File: src/rtl/ibex_dii_pkg.sv
// Shared types and constants for the RVFI-DII instruction feeder.
// Imported by the feeder top and its instruction FIFO.
package ibex_dii_pkg;

    typedef struct packed {
        logic        err;
        logic [31:0] insn;
    } dii_insn_t;

    // addi x0,x0,0
    localparam logic [31:0] DII_NOP = 32'h0000_0013;

    localparam int unsigned DiiDefaultDepth = 4;

    // Occupancy counter width: must represent 0..depth inclusive.
    function automatic int unsigned dii_cnt_w(input int unsigned depth);
        return $clog2(depth + 1);
    endfunction

    typedef logic [$clog2(DiiDefaultDepth + 1)-1:0] dii_cnt_t;

endpackage

File: src/rtl/ibex_dii_insn_fifo.sv
// Synchronous FIFO of DII instructions with single-cycle flush.
// Pointers wrap by explicit compare so Depth need not be a power of two.
module ibex_dii_insn_fifo
    import ibex_dii_pkg::*;
#(
    parameter  int unsigned Depth = 4,
    localparam int unsigned CntW  = dii_cnt_w(Depth),
    localparam int unsigned PtrW  = $clog2(Depth)
) (
    input  logic            clk_i,
    input  logic            rst_ni,
    input  logic            push_i,
    input  dii_insn_t       wdata_i,
    input  logic            pop_i,
    input  logic            flush_i,
    output dii_insn_t       rdata_o,
    output logic [CntW-1:0] count_o,
    output logic            full_o,
    output logic            empty_o
);

    dii_insn_t       mem_q [Depth];
    logic [PtrW-1:0] wptr_q, wptr_d, rptr_q, rptr_d;
    logic [CntW-1:0] count_q, count_d;
    logic            push_en, pop_en;

    assign full_o  = (count_q == CntW'(Depth));
    assign empty_o = (count_q == '0);
    assign count_o = count_q;
    assign rdata_o = mem_q[rptr_q];

    assign push_en = push_i && !full_o && !flush_i;
    assign pop_en  = pop_i && !empty_o && !flush_i;

    always_comb begin
        // NOTE: every always_comb output gets a default first, otherwise a missed branch infers a latch.
        wptr_d  = wptr_q;
        rptr_d  = rptr_q;
        count_d = count_q;
        if (flush_i) begin
            wptr_d  = '0;
            rptr_d  = '0;
            count_d = '0;
        end else begin
            if (push_en) wptr_d = (wptr_q == PtrW'(Depth - 1)) ? '0 : wptr_q + 1'b1;
            if (pop_en)  rptr_d = (rptr_q == PtrW'(Depth - 1)) ? '0 : rptr_q + 1'b1;
            if (push_en && !pop_en)      count_d = count_q + 1'b1;
            else if (pop_en && !push_en) count_d = count_q - 1'b1;
        end
    end

    // NOTE: sequential state uses non-blocking assignments so every flop samples pre-edge values.
    always_ff @(posedge clk_i or negedge rst_ni) begin
        if (!rst_ni) begin
            wptr_q  <= '0;
            rptr_q  <= '0;
            count_q <= '0;
        end else begin
            wptr_q  <= wptr_d;
            rptr_q  <= rptr_d;
            count_q <= count_d;
        end
    end

    // NOTE: storage is deliberately not reset; occupancy guards every read of a stale entry.
    always_ff @(posedge clk_i) begin
        if (push_en) mem_q[wptr_q] <= wdata_i;
    end

endmodule

File: src/rtl/prim_secded_inv_39_32_enc.sv
// Inverted Hsiao SECDED(39,32) encoder: data passes through, check bits in [38:32].
// The inversion keeps an all-zero word from producing an all-zero codeword.
module prim_secded_inv_39_32_enc (
    input  logic [31:0] data_i,
    output logic [38:0] data_o
);

    always_comb begin
        data_o     = 39'(data_i);
        data_o[32] = ^(data_o & 39'h00_2606_BD25);
        data_o[33] = ^(data_o & 39'h00_DEBA_8050);
        data_o[34] = ^(data_o & 39'h00_413D_89AA);
        data_o[35] = ^(data_o & 39'h00_3123_4ED1);
        data_o[36] = ^(data_o & 39'h00_C2C1_323B);
        data_o[37] = ^(data_o & 39'h00_2DCC_624C);
        data_o[38] = ^(data_o & 39'h00_9850_5586);
        data_o     = data_o ^ 39'h2A_0000_0000;
    end

endmodule

File: src/rtl/ibex_dii_instr_feeder.sv
// Answers Ibex instruction fetches with DII-pushed words in push order, ignoring the address.
// One response register gives fixed 1-cycle latency with at most one response in flight.
module ibex_dii_instr_feeder
    import ibex_dii_pkg::*;
#(
    parameter int unsigned Depth   = 4,
    parameter logic [31:0] NopInsn = DII_NOP
) (
    input  logic                            clk_i,
    input  logic                            rst_ni,
    input  logic                            dii_valid_i,
    output logic                            dii_ready_o,
    input  logic [31:0]                     dii_insn_i,
    input  logic                            dii_err_i,
    input  logic                            drain_i,
    input  logic                            flush_i,
    input  logic                            instr_req_i,
    input  logic [31:0]                     instr_addr_i,
    output logic                            instr_gnt_o,
    output logic                            instr_rvalid_o,
    output logic [31:0]                     instr_rdata_o,
    output logic [6:0]                      instr_rdata_intg_o,
    output logic                            instr_err_o,
    output logic [31:0]                     last_addr_o,
    output logic [dii_cnt_w(Depth)-1:0]     count_o
);

    dii_insn_t   push_data, head, nop_rsp, rsp_q, rsp_d, rsp_out;
    logic        full, empty, push, pop, gnt, rvalid_q;
    logic [31:0] last_addr_q;
    logic [38:0] enc;
    logic        unused_enc;

    assign nop_rsp   = '{err: 1'b0, insn: NopInsn};
    assign push_data = '{err: dii_err_i, insn: dii_insn_i};

    assign dii_ready_o = !full;
    assign push        = dii_valid_i && !full && !flush_i;
    assign gnt         = instr_req_i && !flush_i && (!empty || drain_i);
    assign pop         = gnt && !empty;
    assign instr_gnt_o = gnt;

    ibex_dii_insn_fifo #(.Depth(Depth)) u_fifo (
        .clk_i   (clk_i),
        .rst_ni  (rst_ni),
        .push_i  (push),
        .wdata_i (push_data),
        .pop_i   (pop),
        .flush_i (flush_i),
        .rdata_o (head),
        .count_o (count_o),
        .full_o  (full),
        .empty_o (empty)
    );

    // A flush in a response cycle still delivers the beat, but as a NOP from the new trace's view.
    always_comb begin
        rsp_d = rsp_q;
        if (gnt)                      rsp_d = empty ? nop_rsp : head;
        else if (flush_i && rvalid_q) rsp_d = nop_rsp;
    end

    always_ff @(posedge clk_i or negedge rst_ni) begin
        if (!rst_ni) begin
            rvalid_q    <= 1'b0;
            rsp_q       <= '0;
            last_addr_q <= '0;
        end else begin
            rvalid_q <= gnt;
            rsp_q    <= rsp_d;
            if (gnt) last_addr_q <= instr_addr_i;
        end
    end

    assign rsp_out = (flush_i && rvalid_q) ? nop_rsp : rsp_q;

    assign instr_rvalid_o = rvalid_q;
    assign instr_rdata_o  = rsp_out.insn;
    assign instr_err_o    = rsp_out.err;
    assign last_addr_o    = last_addr_q;

    prim_secded_inv_39_32_enc u_intg_enc (
        .data_i (rsp_out.insn),
        .data_o (enc)
    );

    assign instr_rdata_intg_o = enc[38:32];
    assign unused_enc         = ^enc[31:0];

endmodule

File: config.mk
export PLATFORM = sky130hd
export DESIGN_NAME = ibex_dii_instr_feeder
export DESIGN_NICKNAME = d
export VERILOG_FILES = /design/src/rtl/ibex_dii_pkg.sv /design/src/rtl/ibex_dii_insn_fifo.sv /design/src/rtl/prim_secded_inv_39_32_enc.sv /design/src/rtl/ibex_dii_instr_feeder.sv
export SDC_FILE = /design/constraint.sdc
export NUM_CORES = 1
export LEC_CHECK = 0
export CAP_MARGIN = 10
export CORE_AREA = 2 2 136 138
export DETAILED_ROUTE_END_ITERATION = 8
export DIE_AREA = 0 0 138 140
export PLACE_DENSITY = 0.8
export REMOVE_ABC_BUFFERS = 1
export SETUP_SLACK_MARGIN = 0.15
export SLEW_MARGIN = 5
export SYNTH_ARGS = -nofsm -noshare
export SYNTH_HDL_FRONTEND = slang
export SYNTH_SLANG_ARGS = --single-unit
export TNS_END_PERCENT = 30
File: constraint.sdc
create_clock -name clk_i -period 2.4 [get_ports clk_i]
set_clock_uncertainty 0.2 [all_clocks]
set_input_delay 0.48 -clock clk_i [delete_from_list [all_inputs] [get_ports clk_i]]
set_output_delay 0.48 -clock clk_i [all_outputs]
set_load 0.005 [all_outputs]
==> metrics.log <==
[metrics] number of buffers added by the clock tree synthesis step: 21
[metrics] GRT Resource Usage Total: about 20%
[metrics] violated checks: setup timing
[metrics] category of cells accounting for the largest share of critical-path delay: XOR/XNOR gates
[metrics] number of antenna violations at the first check in global routing: 0
[metrics] cells along the critical path: buf_6 -> xnor3_1 -> xor2_1 -> xnor2_1 -> xnor2_1 -> nand2b_1 -> buf_2
[metrics] number of maximum-capacitance constraint violations: 0
[metrics] diode count: 0
[metrics] final wirelength: approximately 20 mm
[metrics] Clk Tree Root Cell: clkbuf_16
[metrics] Worst R2R Start: u_fifo.count_o[2]$_DFFE_PN0P_
[metrics] routability congestion estimate from global placement: ~0.84
[metrics] clock-pin slew on the worst setup and hold paths: roughly 0.07 ns
[metrics] Clock Latency Late Sink: around 0.49 ns
[metrics] most frequent cell on the critical path: xnor2_1
[metrics] Peak VDD IR: around 0.93 mV
[metrics] unrepaired setup endpoints after global routing: yes
[metrics] register-to-register path setup slack: ~0.030 ns
[metrics] FMAX: between 0.3 and 0.4 GHz
[metrics] Worst Tran Pin Value: approximately 0.4 ns
[metrics] Initial DRC Count: ~230
[metrics] total power density per cell area: between 1500 and 2000 nW/um^2
[metrics] number of search-and-repair iterations in the first detailed-routing pass: 4
[metrics] minimum clock period: between 2 and 3 ns
[metrics] launch instance of the worst min-delay path: last_addr_o[25]$_DFFE_PN0N_
[metrics] Final setup viols: 9
[metrics] cell count after synthesis: between 400 and 500
[metrics] Final Hold Fails: 0
[metrics] growth of design area from synthesis to finish: 42.3%
[metrics] CTS tree: built
[metrics] Port Buffers: ~150
[metrics] sequential cell area fraction in the yosys report: 68.4%
[metrics] # clock sinks: just over 200
[metrics] number of nets in the layout: 799
[metrics] Largest stage delay, worst path: roughly 0.40 ns
[metrics] number of placement rows: between 40 and 50
[metrics] count of yosys warnings during synthesis: 0
[metrics] Setup CP Type: register to primary output
[metrics] number of synthesized register bits: about 200
[metrics] post-synthesis instance area: around 8500 um^2
[metrics] clk buf depth: 3
[metrics] final global-route overflow total: 0
[metrics] initial core utilization: ~48%
[metrics] library cell contributing the largest single delay on the critical path: dfrtp_1
[metrics] static leakage power: 4.68 nW
[metrics] remaining antenna violation count after routing: 0
[metrics] endpoint arrival time on the critical path: approximately 2.2 ns
[metrics] vertical die dimension: approximately 140 um
[metrics] capture instance of the worst register-to-register path: u_fifo.count_o[2]$_DFFE_PN0P_
[metrics] post-DR wirelength/cell: slightly above 20 um
[metrics] Critical Path Source Type: register
[metrics] portion of the clock cycle consumed by the worst path in the final layout: 120%
[metrics] length in cells of the worst reg-to-reg path: 8
[metrics] Post-synth EDFFs: ~130
[metrics] number of global-route vias before repair: 5335
[metrics] die width: between 100 and 150 um
[metrics] kind of end point of the critical path: primary output
[metrics] number of DRC violations after detailed routing: 0
[metrics] worst path bufs/invs: 2
[metrics] share of synthesized registers carrying an async set or reset: 35.6%
[metrics] hold depth: 1
[metrics] Core Util, Final: 67.7%
[metrics] commonest non-fill, non-tap cell in the layout: edfxtp_1
[metrics] worst path setup slack after routing: -0.487 ns
[metrics] total half-perimeter wirelength after legalization and detailed placement: 12.7 mm
[metrics] worst min-delay path category: register to register
[metrics] full die area: 19300 um^2
[metrics] Max-slew headroom: about three quarters
[metrics] number of filler cells placed in the layout: between 1000 and 1500
[metrics] data required time of the worst path: 1.72 ns
[metrics] hold worst-path end: last_addr_o[25]$_DFFE_PN0N_
[metrics] vias after detailed routing: around 5100
[metrics] CP Max Fanout: 2
[metrics] run status: finished with violations
[metrics] highest-count cells in the layout ignoring fill and taps: edfxtp_1 (132), clkdlybuf4s50_1 (102), dfrtp_1 (70)
[metrics] Pins Over Slew Limit: 0
[metrics] count of H-tree levels built during CTS: 1
[metrics] number of distinct library cells after synthesis: 39
[metrics] Boundary Pins: roughly 150
[metrics] first-pass GRT wire length: ~30 mm
[metrics] core region area: between 15000 and 20000 um^2
[metrics] sum of negative setup slack: -2.73 ns
[metrics] maximum number of pins on one net before global-route repair: 74
[metrics] Avg Inst Size Synth: 17.7 um^2
[metrics] share of cells above drive strength 1: between 40% and 50%
[metrics] via-per-instance ratio: approximately 5.2
[metrics] most used flip-flop cell after synthesis: edfxtp_1
## through the flow
step	instance area [um^2]	worst slack [ns]	hold WS, ns	cells	power (mW)
6_report	12000	-0.487	0.306	966	18.8
5_1_grt	12000	-0.585	0.319	966	19.7
4_1_cts	11800	-0.469	0.309	960	17.9
3_5_place_dp	10800	-0.435	0.296	902	14.4
3_3_place_gp	10800	-0.393	0.287	902	14.3
2_1_floorplan	8350	-0.329	-0.0156	456	9.59
## where the power goes
group / leakage [nW] / switching [mW] / internal (mW)
combinational: 2.24 / 4.43 / 6.15
clock: 0.344 / 1.27 / 1.96
sequential: 2.10 / 0.491 / 4.45
total: 4.68 / 6.20 / 12.6
## flip-flops by register name (all words and copies together) (netlist names)
| signal | flops |
|---|---|
| u_fifo.rptr_q | 2 |
| u_fifo.mem_q | 132 |
| u_fifo.count_o | 3 |
| u_fifo.wptr_q | 2 |
| last_addr_o | 32 |
| instr_rvalid_o | 1 |
| rsp_q | 33 |
## Yosys cell counts, types with 5 or more instances
| cell | count | area share (%) |
|---|---|---|
| mux4_2 | 33 | 8.8 |
| and2_1 | 34 | 2.5 |
| a22o_1 | 29 | 3.0 |
| mux2_2 | 32 | 4.3 |
| ha_1 | 5 | 0.74 |
| edfxtp_1 | 132 | 47 |
| inv_1 | 5 | 0.22 |
| xnor2_1 | 58 | 6.0 |
| dfrtp_1 | 73 | 22 |
| buf_2 | 9 | 0.53 |
| nand2_1 | 10 | 0.44 |
| clkbuf_1 | 11 | 0.49 |
## worst register-to-register path: cells and delay by family (launching register included)
family,cells,cell delay [ns]
and+or+nand+nor,5,1.27
buffers and inverters,3,0.43
DFF,1,0.39
## per-layer routing
metal / GRT usage, % / vias to the layer above / routed length, um
li1: - / 2299 / -
met5: 0 / - / 0
met2: 35.4 / 192 / 10500
met1: 26.6 / 2538 / 8060
met3: 4.03 / 21 / 1140
met4: 5.96 / 0 / 270
## kinds of logic after synthesis
family,Yosys count,synth area share (%)
flops,205,68.4
xor+xnor,64,6.95
compound gates,44,4.24
simple gates,65,4.55
buf+inv,28,1.60
fa+ha+maj,6,0.976
mux,67,13.3
## area by class of cell
cell class,instances,area (um^2),area share [%]
sequential,205,5790,48.1
multi-input combinational,246,2920,24.2
timing repair buffer,243,2330,19.4
clock buffer,29,597,4.95
tap,229,287,2.38
clock inverter,9,98.8,0.821
inverter,5,18.8,0.156
## how the worst max path moves through the flow
stage                                  start  cells past startpoint                    end
6_report                  rsp_q[9]$_DFF_PN0_                      7  instr_rdata_intg_o[4]
5_1_grt                   rsp_q[9]$_DFF_PN0_                      7  instr_rdata_intg_o[4]
4_1_cts                   rsp_q[0]$_DFF_PN0_                      7  instr_rdata_intg_o[4]
3_5_place_dp             rsp_q[22]$_DFF_PN0_                      7  instr_rdata_intg_o[5]
3_3_place_gp             rsp_q[22]$_DFF_PN0_                      7  instr_rdata_intg_o[5]
2_1_floorplan  u_fifo.count_o[0]$_DFFE_PN0P_                      4    rsp_q[10]$_DFF_PN0_
## timing repair
action,4_1_cts,5_1_grt
setup endpoints to repair,44,45
setup buffers,17,6
pin swaps,39,37
hold buffers,1,0
endpoints found under the hold margin,73,0
resized for setup,153,97
gates cloned,2,0
No activity file was read; power rests on OpenSTA's default activity.
